[src/rtl/lpc_pkg.sv]
// Shared types and constants for the LPC host-side request scheduler.
package lpc_pkg;

    typedef enum logic [2:0] {
        ST_IDLE  = 3'd0,
        ST_START = 3'd1,
        ST_GUARD = 3'd2,
        ST_WAIT  = 3'd3,
        ST_DONE  = 3'd4
    } lpc_state_e;

    localparam logic [7:0] IDLE_RDATA    = 8'h00;
    localparam logic [7:0] TIMEOUT_RDATA = 8'hFF;

endpackage

[src/rtl/lpc_rr_arb2.sv]
// Two-way round-robin arbiter: combinational one-hot grant, pointer moves on accept.
module lpc_rr_arb2 (
    input  logic       clk_i,
    input  logic       nrst_i,
    input  logic [1:0] req_i,
    input  logic       accept_i,
    output logic [1:0] gnt_o
);

    // Index of the requester granted last; reset to 1 so requester 0 wins the first tie.
    logic last_q;

    always_comb begin
        gnt_o = 2'b00;
        case (req_i)
            2'b01:   gnt_o = 2'b01;
            2'b10:   gnt_o = 2'b10;
            2'b11:   gnt_o = last_q ? 2'b01 : 2'b10;
            default: gnt_o = 2'b00;
        endcase
    end

    always_ff @(posedge clk_i or negedge nrst_i) begin
        if (!nrst_i) begin
            last_q <= 1'b1;
        end else if (accept_i && (gnt_o != 2'b00)) begin
            last_q <= gnt_o[1];
        end
    end

endmodule

[src/rtl/lpc_host_sched.sv]
// Schedules I/O read/write requests from two requesters onto a single LPC host port.
module lpc_host_sched
    import lpc_pkg::*;
#(
    parameter int LFRAME_CYCLES  = 2,
    parameter int TIMEOUT_CYCLES = 64
) (
    input  logic        clk_i,
    input  logic        nrst_i,
    input  logic [1:0]  req_i,
    input  logic [1:0]  we_i,
    input  logic [31:0] addr_i,
    input  logic [15:0] wdata_i,
    output logic [1:0]  ack_o,
    output logic        err_o,
    output logic [7:0]  rdata_o,
    output logic [15:0] host_addr_o,
    output logic [7:0]  host_wdata_o,
    output logic        host_lframe_o,
    output logic        host_rd_o,
    output logic        host_wr_o,
    input  logic        host_ready_i,
    input  logic [7:0]  host_rdata_i,
    output logic        busy_o
);

    // Handshake: req_i[n] is a level request held until ack_o[n] pulses for one cycle;
    // err_o/rdata_o are valid only with that pulse, and requests are not sampled
    // during the ack cycle, so a request still high one cycle later is a new one.

    localparam logic [1:0] LF_LAST = 2'(LFRAME_CYCLES - 1);
    localparam logic [7:0] TO_LAST = 8'(TIMEOUT_CYCLES - 1);

    lpc_state_e  state_q;
    logic [1:0]  lf_cnt_q;
    logic [7:0]  tmo_q;
    logic [1:0]  gnt_q;
    logic [15:0] addr_q;
    logic [7:0]  wdata_q;
    logic        lframe_q;
    logic        rd_q;
    logic        wr_q;
    logic [1:0]  ack_q;
    logic        err_q;
    logic [7:0]  rdata_q;
    logic [7:0]  cap_rdata_q;
    logic        cap_err_q;

    logic [1:0]  arb_gnt;
    logic        grant_go;
    logic        sel_we;
    logic [15:0] sel_addr;
    logic [7:0]  sel_wdata;

    assign grant_go  = (state_q == ST_IDLE) && (ack_q == 2'b00) && (req_i != 2'b00) && host_ready_i;
    assign sel_we    = arb_gnt[1] ? we_i[1]         : we_i[0];
    assign sel_addr  = arb_gnt[1] ? addr_i[31:16]   : addr_i[15:0];
    assign sel_wdata = arb_gnt[1] ? wdata_i[15:8]   : wdata_i[7:0];

    lpc_rr_arb2 u_arb (
        .clk_i    (clk_i),
        .nrst_i   (nrst_i),
        .req_i    (req_i),
        .accept_i (grant_go),
        .gnt_o    (arb_gnt)
    );

    always_ff @(posedge clk_i or negedge nrst_i) begin
        if (!nrst_i) begin
            state_q     <= ST_IDLE;
            lf_cnt_q    <= 2'd0;
            tmo_q       <= 8'd0;
            gnt_q       <= 2'b00;
            addr_q      <= 16'h0000;
            wdata_q     <= 8'h00;
            lframe_q    <= 1'b1;
            rd_q        <= 1'b0;
            wr_q        <= 1'b0;
            ack_q       <= 2'b00;
            err_q       <= 1'b0;
            rdata_q     <= IDLE_RDATA;
            cap_rdata_q <= IDLE_RDATA;
            cap_err_q   <= 1'b0;
        end else begin
            ack_q   <= 2'b00;
            err_q   <= 1'b0;
            rdata_q <= IDLE_RDATA;
            case (state_q)
                ST_IDLE: begin
                    if (grant_go) begin
                        gnt_q    <= arb_gnt;
                        addr_q   <= sel_addr;
                        wdata_q  <= sel_wdata;
                        wr_q     <= sel_we;
                        rd_q     <= ~sel_we;
                        lframe_q <= 1'b0;
                        lf_cnt_q <= 2'd0;
                        state_q  <= ST_START;
                    end
                end
                ST_START: begin
                    if (lf_cnt_q == LF_LAST) begin
                        lframe_q <= 1'b1;
                        state_q  <= ST_GUARD;
                    end else begin
                        lf_cnt_q <= lf_cnt_q + 2'd1;
                    end
                end
                ST_GUARD: begin
                    tmo_q   <= 8'd0;
                    state_q <= ST_WAIT;
                end
                ST_WAIT: begin
                    if (host_ready_i) begin
                        cap_rdata_q <= wr_q ? IDLE_RDATA : host_rdata_i;
                        cap_err_q   <= 1'b0;
                        state_q     <= ST_DONE;
                    end else if (tmo_q == TO_LAST) begin
                        cap_rdata_q <= TIMEOUT_RDATA;
                        cap_err_q   <= 1'b1;
                        state_q     <= ST_DONE;
                    end else if (tmo_q != 8'hFF) begin
                        tmo_q <= tmo_q + 8'd1;
                    end
                end
                ST_DONE: begin
                    ack_q   <= gnt_q;
                    err_q   <= cap_err_q;
                    rdata_q <= cap_rdata_q;
                    rd_q    <= 1'b0;
                    wr_q    <= 1'b0;
                    state_q <= ST_IDLE;
                end
                default: state_q <= ST_IDLE;
            endcase
        end
    end

    assign ack_o         = ack_q;
    assign err_o         = err_q;
    assign rdata_o       = rdata_q;
    assign host_addr_o   = addr_q;
    assign host_wdata_o  = wdata_q;
    assign host_lframe_o = lframe_q;
    assign host_rd_o     = rd_q;
    assign host_wr_o     = wr_q;
    assign busy_o        = (state_q != ST_IDLE);

endmodule

[config.mk]
export PLATFORM = sky130hd
export DESIGN_NAME = lpc_host_sched
export DESIGN_NICKNAME = d
export VERILOG_FILES = /design/src/rtl/lpc_pkg.sv /design/src/rtl/lpc_rr_arb2.sv /design/src/rtl/lpc_host_sched.sv
export SDC_FILE = /design/constraint.sdc
export NUM_CORES = 1
export LEC_CHECK = 0
export BUFFER_PORTS_ARGS = -buffer_cell sky130_fd_sc_hd__buf_2
export CAP_MARGIN = 20
export CORE_ASPECT_RATIO = 1.4
export CORE_MARGIN = 2
export CORE_UTILIZATION = 31
export CTS_BUF_LIST = sky130_fd_sc_hd__clkbuf_4 sky130_fd_sc_hd__clkbuf_8
export DETAILED_ROUTE_END_ITERATION = 12
export PLACE_DENSITY = 0.55
export SLEW_MARGIN = 10
export SYNTH_ARGS = -nofsm -noshare
export SYNTH_HDL_FRONTEND = slang
export SYNTH_SLANG_ARGS = --single-unit
[constraint.sdc]
create_clock -name clk_i -period 1.4 [get_ports clk_i]
set_input_delay 0.14 -clock clk_i [delete_from_list [all_inputs] [get_ports clk_i]]
set_output_delay 0.14 -clock clk_i [all_outputs]
set_load 0.05 [all_outputs]
Yosys cells after proc, flatten, opt, wreduce, memory -nomap -nowiden --
Index checks and enable logic that the tools add are counted.
Storage, ports and cells: register bits after elaboration 63, latch bits 0, bits in writable memories 0, bits in read-only memories 0, input bits 63, output and inout port bits 39, word-level logic and storage cells 87, memories kept 0
Operators by class: $add $sub $neg 2, multiply operators 0, div/mod/pow operators 0, magnitude comparators 0, equality and inequality tests 17, shift-type cells 0, mux-type cells 32, bitwise logic cells 1, reductions and logical operators 20
Operators with widths (count):
- $mux 8 | 8
- $mux 16 | 1
- $pmux 8 s2 | 1
- $mux 3 | 4
- $pmux 3 s4 | 1
- $reduce_bool 2->1 | 6
- $ne 2x2->1 const B | 5
- $reduce_and 3->1 | 3
- $add 8x1->8 const B | 1
- $eq 8x6->1 const B | 1
- $mux 1 | 8
- $mux 2 | 4
- $ne 8x8->1 const B | 1
- $eq 3x2->1 const B | 2
- $pmux 1 s2 | 3
- $pmux 2 s3 | 1
- $reduce_and 2->1 | 3
- $eq 2x1->1 const B | 2
- $eq 2x2->1 const B | 2
- $logic_and 1x1->1 | 4
- $pmux 2 s2 | 1
- $reduce_and 4->1 | 1
- $eq 3x1->1 const B | 1
- $eq 3x3->1 const B | 1
- 7 further kinds | 7

Depth between registers and ports, before layout --
depth in word-level cells 6, gate-level depth with buffers 6, gate-level depth less buffers 5

Modules after synthesis --
Synthesis repeated with hierarchy kept, for this count alone.
Unflattened totals: cells, all modules 268, area, all modules 2874.0 µm²
By module, submodules not included:
- lpc_host_sched | times used 1, cells an instance 262, area each 2817.7 µm²
- lpc_rr_arb2 | times used 1, cells an instance 6, area each 56.3 µm²

Least setup slack after synthesis --
Ideal clock, no wire load.
path kind flip-flop to flip-flop, start register tmo_q[0], end register tmo_q[0], setup time 125 ps, arrival 1446 ps, data required time 1275 ps, slack -171 ps, stages on the path, launching flop included 6, path buffers 0, path through dfrtp_1 > ha_1 > and4bb_2 > a21oi_4 > o21ai_0 > mux2_2
Between the ends: longest elaborated chain between the ends 5, elaborated cells between the ends (all ways) 10, those cells by class 1 x add/sub; 4 x eq/ne; 4 x mux; 1 x reduce/logical
Ends and longest elaborated chain:
- start: declaration | line lpc_host_sched.sv:36 | logic [7:0] tmo_q;
- start signal: assignment | line lpc_host_sched.sv:123 | tmo_q <= tmo_q + 8'd1;
- $add 8x1->8 | line lpc_host_sched.sv:123
- $mux 8 | line lpc_host_sched.sv:122 | end else if (tmo_q != 8'hFF) begin
- $mux 8 | line lpc_host_sched.sv:118 | end else if (tmo_q == TO_LAST) begin
- $mux 8 | line lpc_host_sched.sv:114 | if (host_ready_i) begin
- $pmux 8 s2 | line lpc_host_sched.sv:88 | case (state_q)
Several ways; a longest one is shown, not always the timed one. The select of a mux whose other input is x is not followed. A chain may end at the register's enable or synchronous reset.

Worst setup path after layout --
start register tmo_q[0], end register tmo_q[4]
The elaborated chain is that of the path after synthesis.

==> reports/summary.txt <==
iteration count of the initial detailed-routing pass: 4
f_max: 637.5 MHz
Post-synth top cells: dfrtp_1 (61), nand2_1 (32), o21ai_0 (28)
CP Launch Type: register
Avg Inst Size Synth: 11.06 um^2
register area share after synthesis: 0.5389
Worst EP required: 1620 ps
count leader, synth: dfrtp_1
Gate Count Post-Synth: 265
period utilization: 1.120
clock skew: 7.468 ps
flop2flop setup slack: -170 ps
top sig layer: met4
switching share of power: 0.4359
met3 WL: 430 um
Pwr Density: 2081 nW/um^2
Post-DP HPWL: 4932 um
Clock Latency Late Sink: 340 ps
Layout area overhead: 53.84%
Crit path largest cell delay: 380 ps
# fillers: 846
# nets final: 474
largest net degree at the start of global routing: 34
Yosys cell types: 49
CP top delay family: compound AO/OA/AOI/OAI gates
metal1 wirelength: 3103 um
ratio of cells with drive above 1 in the final layout: 0.5797
antenna violations before repair: 0
Final Setup Violations: 45
PortBufs: 101
Clk network pwr share: 0.175
Worst Slack Setup Final: -168.7 ps
top cells by area, synth: dfrtp_1 (52%), mux2i_1 (8.9%), o21ai_0 (4.8%)
DR iter-0 viols: 67
cell breakdown of the critical path: ha_2, and4bb_2, a21oi_4, buf_4, a31o_2, a31oi_1
fin. max-slew vios: 0
Setup CP Type: reg2reg
first-pass GRT wire length: 11780 um
GRT Util Overall: 0.1454
EDFF count, synth: 0
Placed Cells incl. Taps: 486
post-synthesis async set-or-reset flop share: 1.000
final hold violation count: 0
post-DR wirelength/cell: 14.17 um
Worst slew margin: 0.7396
routed vias/inst: 4.865
diode count: 0
number of nets with antenna violations after routing: 0
combinational power share: 0.501
# DRC: 0
top-area cell type share of the netlist area: 0.5209
Synth Register Bits: 63
min-delay worst type: in2reg
synth warn: 0
DR WL met2: 3759 um
internal power: 5.292 mW
TritonCTS Sinks: 63
top-level port count: 102
Final Wtd Congestion: 0.7794
Overflow after GRT: 0
actual slew at the worst max-slew pin: 390.7 ps
clock transition at the registers of the reported paths: 80 ps
arrival time at the worst endpoint: 1790 ps
switching pwr: 4.090 mW
via count: 2549
CTS tree: done
Buf/Inv on CP: 1
Slowest cell on crit path: dfrtp_1
Crit Path Max Fanout: 6
Placed Area: 3717 um^2
max cap viols: 0
unrepaired setup endpoints after global routing: true
die extent in x: 86.17 um
CTS buffer count: 9
peak supply drop: 1222 uV
status: complete, but fails checks
sequential share of power: 0.323
Bufs on Longest Clock Path: 2
number of global-route vias before repair: 2480
Synthesized Nets: 330
H-tree levels: 3
Starting Density: 0.3150
chip height: 119.0 um
endpoint class of the critical path: register
final instance area: 4508 um^2
clk root buf: clkbuf_8
die area: 10260 um^2
Synth area leader: dfrtp_1
num rows: 42
final instance count without filler cells: 524
Main synth FF type: dfrtp_1
P_leak: 2.242 nW
Mapped Area: 2930 um^2
total routed wirelength: 7425 um
failing checks: setup timing
core area: 9301 um^2
Final Critical Period: 1569 ps
==> state kept, by name, indices dropped and copies added, names as in the netlist, 3 cells and up <==
signal	count
host_addr_o	16
tmo_q	8
rdata_o	8
state_q	3
host_wdata_o	8
cap_rdata_q	8
==> area by class of cell <==
type / instances / area (um^2) / share of cell area
flip-flops and latches: 63 / 1587 / 0.3519
multi-input cells: 182 / 1523 / 0.3378
repair buffers: 149 / 1036 / 0.2298
clock buffers: 11 / 151.4 / 0.03358
well taps: 110 / 137.6 / 0.03053
clock inverters: 5 / 56.30 / 0.01249
inverters: 4 / 17.52 / 0.003886
==> worst register-to-register path, delay by kind of cell, from the launching register on <==
family | cells | cell delay (ps)
fa+ha+maj | 1 | 190
compound gates | 3 | 480
flops | 1 | 380
simple gates | 1 | 250
buf+inv | 1 | 150
==> what timing repair did <==
action,in CTS,in global routing
hold buffers,1,0
cloned,4,2
setup buffers,9,11
pin swaps,15,25
setup endpoints to repair,31,63
endpoints found under the hold margin,13,0
gates resized for setup,41,99
==> cells by family after synthesis <==
family / share of synthesized area
flops: 0.5389
compound gates: 0.1554
mux: 0.1016
simple gates: 0.1550
xor+xnor: 0.002989
buf+inv: 0.03757
fa+ha+maj: 0.008538
==> power by group through the flow <==
| stage | registers, mW | clock network [mW] | logic, mW |
|---|---|---|---|
| final | 3.03 | 1.65 | 4.70 |
| after global routing | 3.11 | 1.78 | 5.06 |
| after CTS | 2.92 | 1.69 | 4.22 |
| after detailed placement | 2.93 | 0 | 3.72 |
| after global placement | 2.92 | 0 | 3.66 |
| after floorplan | 4.15 | 0 | 1.44 |
==> metal layers <==
| layer | GRT usage | vias to the layer above |
|---|---|---|
| li1 | - | 1242 |
| met1 | 0.1841 | 1206 |
| met2 | 0.2340 | 90 |
| met3 | 0.02980 | 11 |
| met4 | 0.07129 | 0 |
| met5 | 0 | - |
==> stage by stage <==
| step | worst slack (ps) | total power [mW] | setup TNS, ps | utilization | hold slack (ps) |
|---|---|---|---|---|---|
| 6_report | -168.7 | 9.382 | -5730 | 0.4847 | 58.87 |
| 5_1_grt | -251.0 | 9.952 | -9303 | 0.4847 | 76.07 |
| 4_1_cts | -145.8 | 8.831 | -4350 | 0.4505 | 47.87 |
| 3_5_place_dp | -134.7 | 6.652 | -1445 | 0.3997 | 84.37 |
| 3_3_place_gp | -112.6 | 6.587 | -1100 | 0.3997 | 82.75 |
| 2_1_floorplan | -76.39 | 5.595 | -382.3 | - | -155.6 |
==> worst paths after layout <==
check | start | endpoint | cells past startpoint
min in group asynchronous | nrst_i | err_o | 2
min | wdata_i[6] | host_wdata_o[6] | 3
max in group asynchronous | nrst_i | host_lframe_o | 3
min reg2reg | cap_rdata_q[0] | rdata_o[0] | 1
max reg2reg | tmo_q[0] | tmo_q[4] | 6
max | tmo_q[0] | tmo_q[4] | 6
==> layout by cell type (no fill, tap or decap), drive strengths merged, types with 2 or more instances in the layout <==
cell,count
o2bb2ai,3
nand4b,2
clkinv,3
o21ai,28
clkbuf,12
dfrtp,61
nor4,2
nand3,4
o22a,8
nor2b,8
nor3,3
buf,147
a211oi,2
a21oi,12
mux2i,26
nor3b,2
o311ai,2
ha,2
and2,13
dfstp,2
mux2,3
nand2,32
nor2,6
and3b,2
a31oi,5
inv,4
No activity file was read; power rests on OpenSTA's default activity.
